[src/rtl/gb_frame_ctrl.sv]
// Per-frame sequencer for the Gaussian-blur core. It starts the core over AXI-Lite,
// gates the pixel stream with TLAST, counts output beats and then polls ap_done.
`timescale 1ns/1ps
module gb_frame_ctrl #(
  parameter int ADDR_W    = 5,
  parameter int DATA_W    = 32,
  parameter int CNT_W     = 20,
  parameter int IN_BEATS  = 316224,
  parameter int OUT_BEATS = 307200,
  parameter int CTRL_ADDR = 0
) (
  input  logic                ap_clk,
  input  logic                ap_rst_n,
  input  logic                start,
  output logic                busy,
  output logic                done,
  output logic                ovf,
  output logic [CNT_W-1:0]    in_cnt,
  output logic [CNT_W-1:0]    out_cnt,
  input  logic [7:0]          src_TDATA,
  input  logic                src_TVALID,
  output logic                src_TREADY,
  output logic [7:0]          arg_1_TDATA,
  output logic                arg_1_TVALID,
  input  logic                arg_1_TREADY,
  output logic                arg_1_TLAST,
  input  logic                arg_0_TVALID,
  input  logic                arg_0_TREADY,
  output logic                m_AWVALID,
  input  logic                m_AWREADY,
  output logic [ADDR_W-1:0]   m_AWADDR,
  output logic                m_WVALID,
  input  logic                m_WREADY,
  output logic [DATA_W-1:0]   m_WDATA,
  output logic [DATA_W/8-1:0] m_WSTRB,
  input  logic                m_BVALID,
  output logic                m_BREADY,
  output logic                m_ARVALID,
  input  logic                m_ARREADY,
  output logic [ADDR_W-1:0]   m_ARADDR,
  input  logic                m_RVALID,
  output logic                m_RREADY,
  input  logic [DATA_W-1:0]   m_RDATA
);

  typedef enum logic [2:0] {
    S_IDLE, S_CFG_W, S_CFG_B, S_STREAM, S_DRAIN, S_POLL_AR, S_POLL_R, S_DONE
  } state_t;

  localparam logic [CNT_W-1:0] LP_IN_LAST = CNT_W'(IN_BEATS - 1);
  localparam logic [CNT_W-1:0] LP_OUT_MAX = CNT_W'(OUT_BEATS);

  state_t           r_state;
  state_t           w_state_nxt;
  logic [CNT_W-1:0] r_in_cnt;
  logic [CNT_W-1:0] r_out_cnt;
  logic             r_ovf;
  logic             r_aw_done;
  logic             r_w_done;
  logic             w_start_acc;
  logic             w_in_beat;
  logic             w_out_beat;
  logic             w_cnt_window;
  logic             w_aw_ok;
  logic             w_w_ok;
  logic             w_unused_rdata;

  assign w_start_acc  = (r_state == S_IDLE) && start;
  assign w_in_beat    = arg_1_TVALID && arg_1_TREADY;
  assign w_out_beat   = arg_0_TVALID && arg_0_TREADY;
  assign w_cnt_window = (r_state == S_STREAM) || (r_state == S_DRAIN);
  assign w_aw_ok      = r_aw_done || m_AWREADY;
  assign w_w_ok       = r_w_done || m_WREADY;

  // Only ap_done (bit 1) of the control register matters when polling.
  assign w_unused_rdata = ^{m_RDATA[DATA_W-1:2], m_RDATA[0]};

  assign m_AWADDR    = ADDR_W'(CTRL_ADDR);
  assign m_ARADDR    = ADDR_W'(CTRL_ADDR);
  assign m_WDATA     = DATA_W'(1);
  assign m_WSTRB     = '1;
  assign arg_1_TDATA = src_TDATA;
  assign arg_1_TLAST = (r_in_cnt == LP_IN_LAST);
  assign in_cnt      = r_in_cnt;
  assign out_cnt     = r_out_cnt;
  assign ovf         = r_ovf;

  always_ff @(posedge ap_clk or negedge ap_rst_n) begin
    if (!ap_rst_n) begin
      r_state <= S_IDLE;
    end else begin
      r_state <= w_state_nxt;
    end
  end

  always_ff @(posedge ap_clk or negedge ap_rst_n) begin
    if (!ap_rst_n) begin
      r_in_cnt  <= '0;
      r_out_cnt <= '0;
      r_ovf     <= 1'b0;
    end else if (w_start_acc) begin
      r_in_cnt  <= '0;
      r_out_cnt <= '0;
      r_ovf     <= 1'b0;
    end else begin
      if (w_in_beat) begin
        r_in_cnt <= r_in_cnt + 1'b1;
      end
      // Beats past the frame size, or outside the counting window, are sticky errors.
      if (w_out_beat) begin
        if (w_cnt_window && (r_out_cnt != LP_OUT_MAX)) begin
          r_out_cnt <= r_out_cnt + 1'b1;
        end else begin
          r_ovf <= 1'b1;
        end
      end
    end
  end

  // AW and W handshake independently; each flag remembers its own acceptance.
  always_ff @(posedge ap_clk or negedge ap_rst_n) begin
    if (!ap_rst_n) begin
      r_aw_done <= 1'b0;
      r_w_done  <= 1'b0;
    end else if (r_state == S_CFG_W) begin
      if (m_AWVALID && m_AWREADY) begin
        r_aw_done <= 1'b1;
      end
      if (m_WVALID && m_WREADY) begin
        r_w_done <= 1'b1;
      end
    end else begin
      r_aw_done <= 1'b0;
      r_w_done  <= 1'b0;
    end
  end

  always_comb begin
    w_state_nxt  = r_state;
    busy         = (r_state != S_IDLE);
    done         = 1'b0;
    src_TREADY   = 1'b0;
    arg_1_TVALID = 1'b0;
    m_AWVALID    = 1'b0;
    m_WVALID     = 1'b0;
    m_BREADY     = 1'b0;
    m_ARVALID    = 1'b0;
    m_RREADY     = 1'b0;
    case (r_state)
      S_IDLE: begin
        if (start) begin
          w_state_nxt = S_CFG_W;
        end
      end
      S_CFG_W: begin
        m_AWVALID = !r_aw_done;
        m_WVALID  = !r_w_done;
        if (w_aw_ok && w_w_ok) begin
          w_state_nxt = S_CFG_B;
        end
      end
      S_CFG_B: begin
        m_BREADY = 1'b1;
        if (m_BVALID) begin
          w_state_nxt = S_STREAM;
        end
      end
      S_STREAM: begin
        arg_1_TVALID = src_TVALID;
        src_TREADY   = arg_1_TREADY;
        if (w_in_beat && arg_1_TLAST) begin
          w_state_nxt = S_DRAIN;
        end
      end
      S_DRAIN: begin
        if (r_out_cnt == LP_OUT_MAX) begin
          w_state_nxt = S_POLL_AR;
        end
      end
      S_POLL_AR: begin
        m_ARVALID = 1'b1;
        if (m_ARREADY) begin
          w_state_nxt = S_POLL_R;
        end
      end
      S_POLL_R: begin
        m_RREADY = 1'b1;
        if (m_RVALID) begin
          w_state_nxt = m_RDATA[1] ? S_DONE : S_POLL_AR;
        end
      end
      S_DONE: begin
        done        = 1'b1;
        w_state_nxt = S_IDLE;
      end
      default: begin
        w_state_nxt = S_IDLE;
      end
    endcase
  end

endmodule

[config.mk]
export PLATFORM = sky130hd
export DESIGN_NAME = gb_frame_ctrl
export DESIGN_NICKNAME = d
export VERILOG_FILES = /design/src/rtl/gb_frame_ctrl.sv
export SDC_FILE = /design/constraint.sdc
export NUM_CORES = 1
export LEC_CHECK = 0
export BUFFER_PORTS_ARGS = -buffer_cell sky130_fd_sc_hd__buf_2
export CAP_MARGIN = 10
export CORE_AREA = 2 2 112 82
export DETAILED_ROUTE_END_ITERATION = 8
export DIE_AREA = 0 0 114 84
export SYNTH_ARGS = -nofsm -noshare
export SYNTH_HDL_FRONTEND = slang
export SYNTH_SLANG_ARGS = --single-unit
[constraint.sdc]
create_clock -name ap_clk -period 5.5 [get_ports ap_clk]
set_input_delay 0.55 -clock ap_clk [delete_from_list [all_inputs] [get_ports ap_clk]]
set_output_delay 0.55 -clock ap_clk [all_outputs]
set_load 0.05 [all_outputs]
==> flow_metrics.py <==
metrics = {
    "worst_setup_path": {
        "slowest_delay_ps": 450,
        "rr_worst_depth": 5,
        "crit_slowest_cell": "dfrtp_1",
        "path_class": "reg -> out",
        "crit_cells": 4,
        "end_kind": "output pin",
        "r2r-end": "out_cnt[18]$_DFFE_PN0P_",
        "crit_buf_inv": 1,
        "cpLargestDelayFamily": "simple AND/OR/NAND/NOR gates",
        "path_cells": "and3_1 > nand4_1 > nor2_1 > buf_2",
        "rrSetupSlack_ps": 3310,
        "cp_max_fo": 6,
        "worstReg2RegStart": "r_state[2]$_DFFE_PN0P_",
        "critPathRequiredTime_ps": 4950,
        "cp-endpoint": "arg_1_TLAST",
        "critPathArrivalTime_ps": 1740,
        "crit_start": "in_cnt[2]$_DFFE_PN0P_",
        "crit_path_start_kind": "flip-flop",
    },
    "floorplan": {
        "die_y_um": 84,
        "fp-row-count": 29,
        "ios": 157,
        "fp.dieArea_um2": 9580,
        "die_w_um": 114,
        "core_um2": 8640,
        "initial_utilization_pct": 33.6,
    },
    "yosys": {
        "synth_edf_count": 0,
        "synth.distinct_cells": 47,
        "synth_seq_cells": 46,
        "ys_seq_area_share_pct": 39.6,
        "synth_area_leaders": "dfrtp_1 40%, buf_4 14%, xor2_1 6.3%",
        "yosysWarnings": 0,
        "avgSynthCellArea_um2": 9.14,
        "syn_area_um2": 2910,
        "syn_inst": 318,
        "synth.top_cell.area_share_pct": 39.6,
        "synthFlopType": "dfrtp_1",
        "yosysTopAreaCell": "dfrtp_1",
        "synth-async-reset-ratio_pct": 100,
    },
    "clock_network": {
        "cts_root_buffer": "clkbuf_16",
        "postCtsSetupBuffers": 0,
        "cts_tree": "done",
        "h-tree-depth": 2,
        "clock_sinks": 46,
        "post_cts_resized": 0,
        "numCtsBuffers": 5,
        "clk_path_buf_depth": 2,
        "insertion_delay_ps": 280,
        "holdBufCountCts": 0,
        "clk_pin_slew_ps": 70,
    },
    "drt": {
        "antenna_left": 0,
        "drc": 0,
        "drt_wl_total_um": 6590,
        "drtIter0Drc": 57,
        "vias_per_cell": 4.75,
        "post_drt_wl_per_cell_um": 13.7,
        "vias": 2275,
        "firstDrtPassIters": 4,
    },
    "cells_and_area": {
        "fillers": 875,
        "syn2layout_area_growth_pct": 12.0,
        "n_antenna_cell": 0,
        "final_layout_size_suffix_gt1_share_pct": 21.3,
        "multiInputGateArea_um2": 1450,
        "mostFrequentLayoutCell": "buf_2",
        "seq_area_um2": 1150,
        "layout_common_cells": "63 x buf_2, 46 x conb_1, 46 x dfrtp_1, 39 x nor2_1, 25 x nand2_1",
        "layout.nets": 425,
    },
    "power_and_ir_drop": {
        "combPwrFrac_pct": 38.5,
        "switchingPower_uw": 595,
        "leakagePower_nw": 1.66,
        "power.internal_uw": 704,
        "peakVddDrop_uv": 184,
        "power_frac_seq_pct": 35.1,
        "p_sw_share_pct": 45.8,
        "power_density_nw_per_um2": 399,
        "p_clk_share_pct": 26.3,
    },
    "timing": {
        "whs_ps": 354,
        "fmax_mhz": 436,
        "setup_viol": 0,
        "finalHoldViolCount": 0,
        "worst_pin_slew_ps": 697,
        "skew_ps": 6.22,
        "maxSlewViolCount": 0,
        "rsz0062_at_grt": "false",
        "fin_crit_ps": 2290,
        "period_share_pct": 41.7,
        "relSlewSlack_pct": 53.1,
        "fin_setup_tns_ps": 0,
    },
    "grt": {
        "grtUsageMet1_pct": 20.4,
        "antenna_found_initial": 0,
        "use_met3_pct": 3.49,
        "busiest_layer": "met1",
        "track_usage_pct": 13.9,
        "grt-ovfl-total": 0,
        "grt_pass1_wl_um": 10700,
        "grt_max_degree": 47,
        "use_met2_pct": 20.1,
        "grt_pass1_vias": 2077,
    },
    "placed_design": {
        "io_buffers": 63,
        "place_hpwl_um": 4680,
        "routabilityCongestion": 0.799,
    },
    "hold_path": {
        "hold_class": "in -> async",
    },
    "outcome": {
        "outcome": "completed",
    },
    "run": {
        "drv_cap": 0,
    },
}
==> layer usage <==
layer  vias up  routed length, µm
met3        11                319
met5         -                  0
met4         0                 81
met2        63               2840
li1       1107                  -
met1      1094               3350
==> kinds of logic after synthesis <==
group	count (synthesis)	share of synthesized area, %
and+or+nand+nor	138	24.8
DFF	46	39.6
adders and majority gates	3	1.29
xor gates and xnor gates	28	8.44
AOI/OAI and AO/OA	27	8.10
other	2	0.258
buffers and inverters	70	16.1
muxes	4	1.38
==> worst reg2reg max path, cell delays in order (launching register included) <==
cell	delay, ps
dfrtp_1	570
or3b_4	470
a2111oi_4	610
nand4_1	190
xor2_1	190
nor2_2	40
==> power groups by stage <==
stage,logic (mW),registers [mW],clock network [mW]
2_1_floorplan,0.341,0.554,0
3_3_place_gp,0.498,0.458,0
3_5_place_dp,0.505,0.462,0
4_1_cts,0.505,0.456,0.348
5_1_grt,0.535,0.469,0.363
6_report,0.501,0.457,0.342
==> worst min-delay path by stage <==
stage          slack (ps)                      end  cells past startpoint             from
6_report              350  out_cnt[11]$_DFFE_PN0P_                      2         ap_rst_n
2_1_floorplan         250    in_cnt[0]$_DFFE_PN0P_                      0         ap_rst_n
4_1_cts               380  out_cnt[11]$_DFFE_PN0P_                      2         ap_rst_n
3_5_place_dp          480          ovf$_DFFE_PN0P_                      2  ovf$_DFFE_PN0P_
3_3_place_gp          470          ovf$_DFFE_PN0P_                      2  ovf$_DFFE_PN0P_
5_1_grt               430  out_cnt[11]$_DFFE_PN0P_                      2         ap_rst_n
==> final cells by class <==
type | count | share of cell area (%)
clock buffer | 5 | 3.84
tap | 108 | 4.15
clock inverter | 3 | 1.23
multi-input combinational | 246 | 44.6
timing repair buffer | 65 | 10.1
inverter | 6 | 0.692
sequential | 46 | 35.4
==> synth_stat cells (all sizes together), types with 5 or more instances <==
master	n
xor2	21
dfrtp	46
nor2	41
o21ai	5
nand4	11
clkbuf	5
inv	6
nand2	25
and4	5
nand3	19
nor3	6
and2	5
buf	59
and3	5
xnor2	7
==> flip-flops by register name, summed over array words and instances, names as in the netlist <==
register,count
ovf,1
in_cnt,20
r_w_done,1
r_state,3
r_aw_done,1
out_cnt,20
==> metrics by stage <==
step	instances	utilization, %	instance area [µm²]	total power [mW]	setup slack [ps]
floorplan	362	-	3070	0.895	3050
global placement	471	35.8	3090	0.955	3340
detailed placement	471	35.8	3090	0.967	3310
CTS	479	37.7	3250	1.31	3160
global route	479	37.7	3250	1.37	3070
finish	479	37.7	3250	1.30	3210
Note: power is estimated with default switching activity, not from simulation.
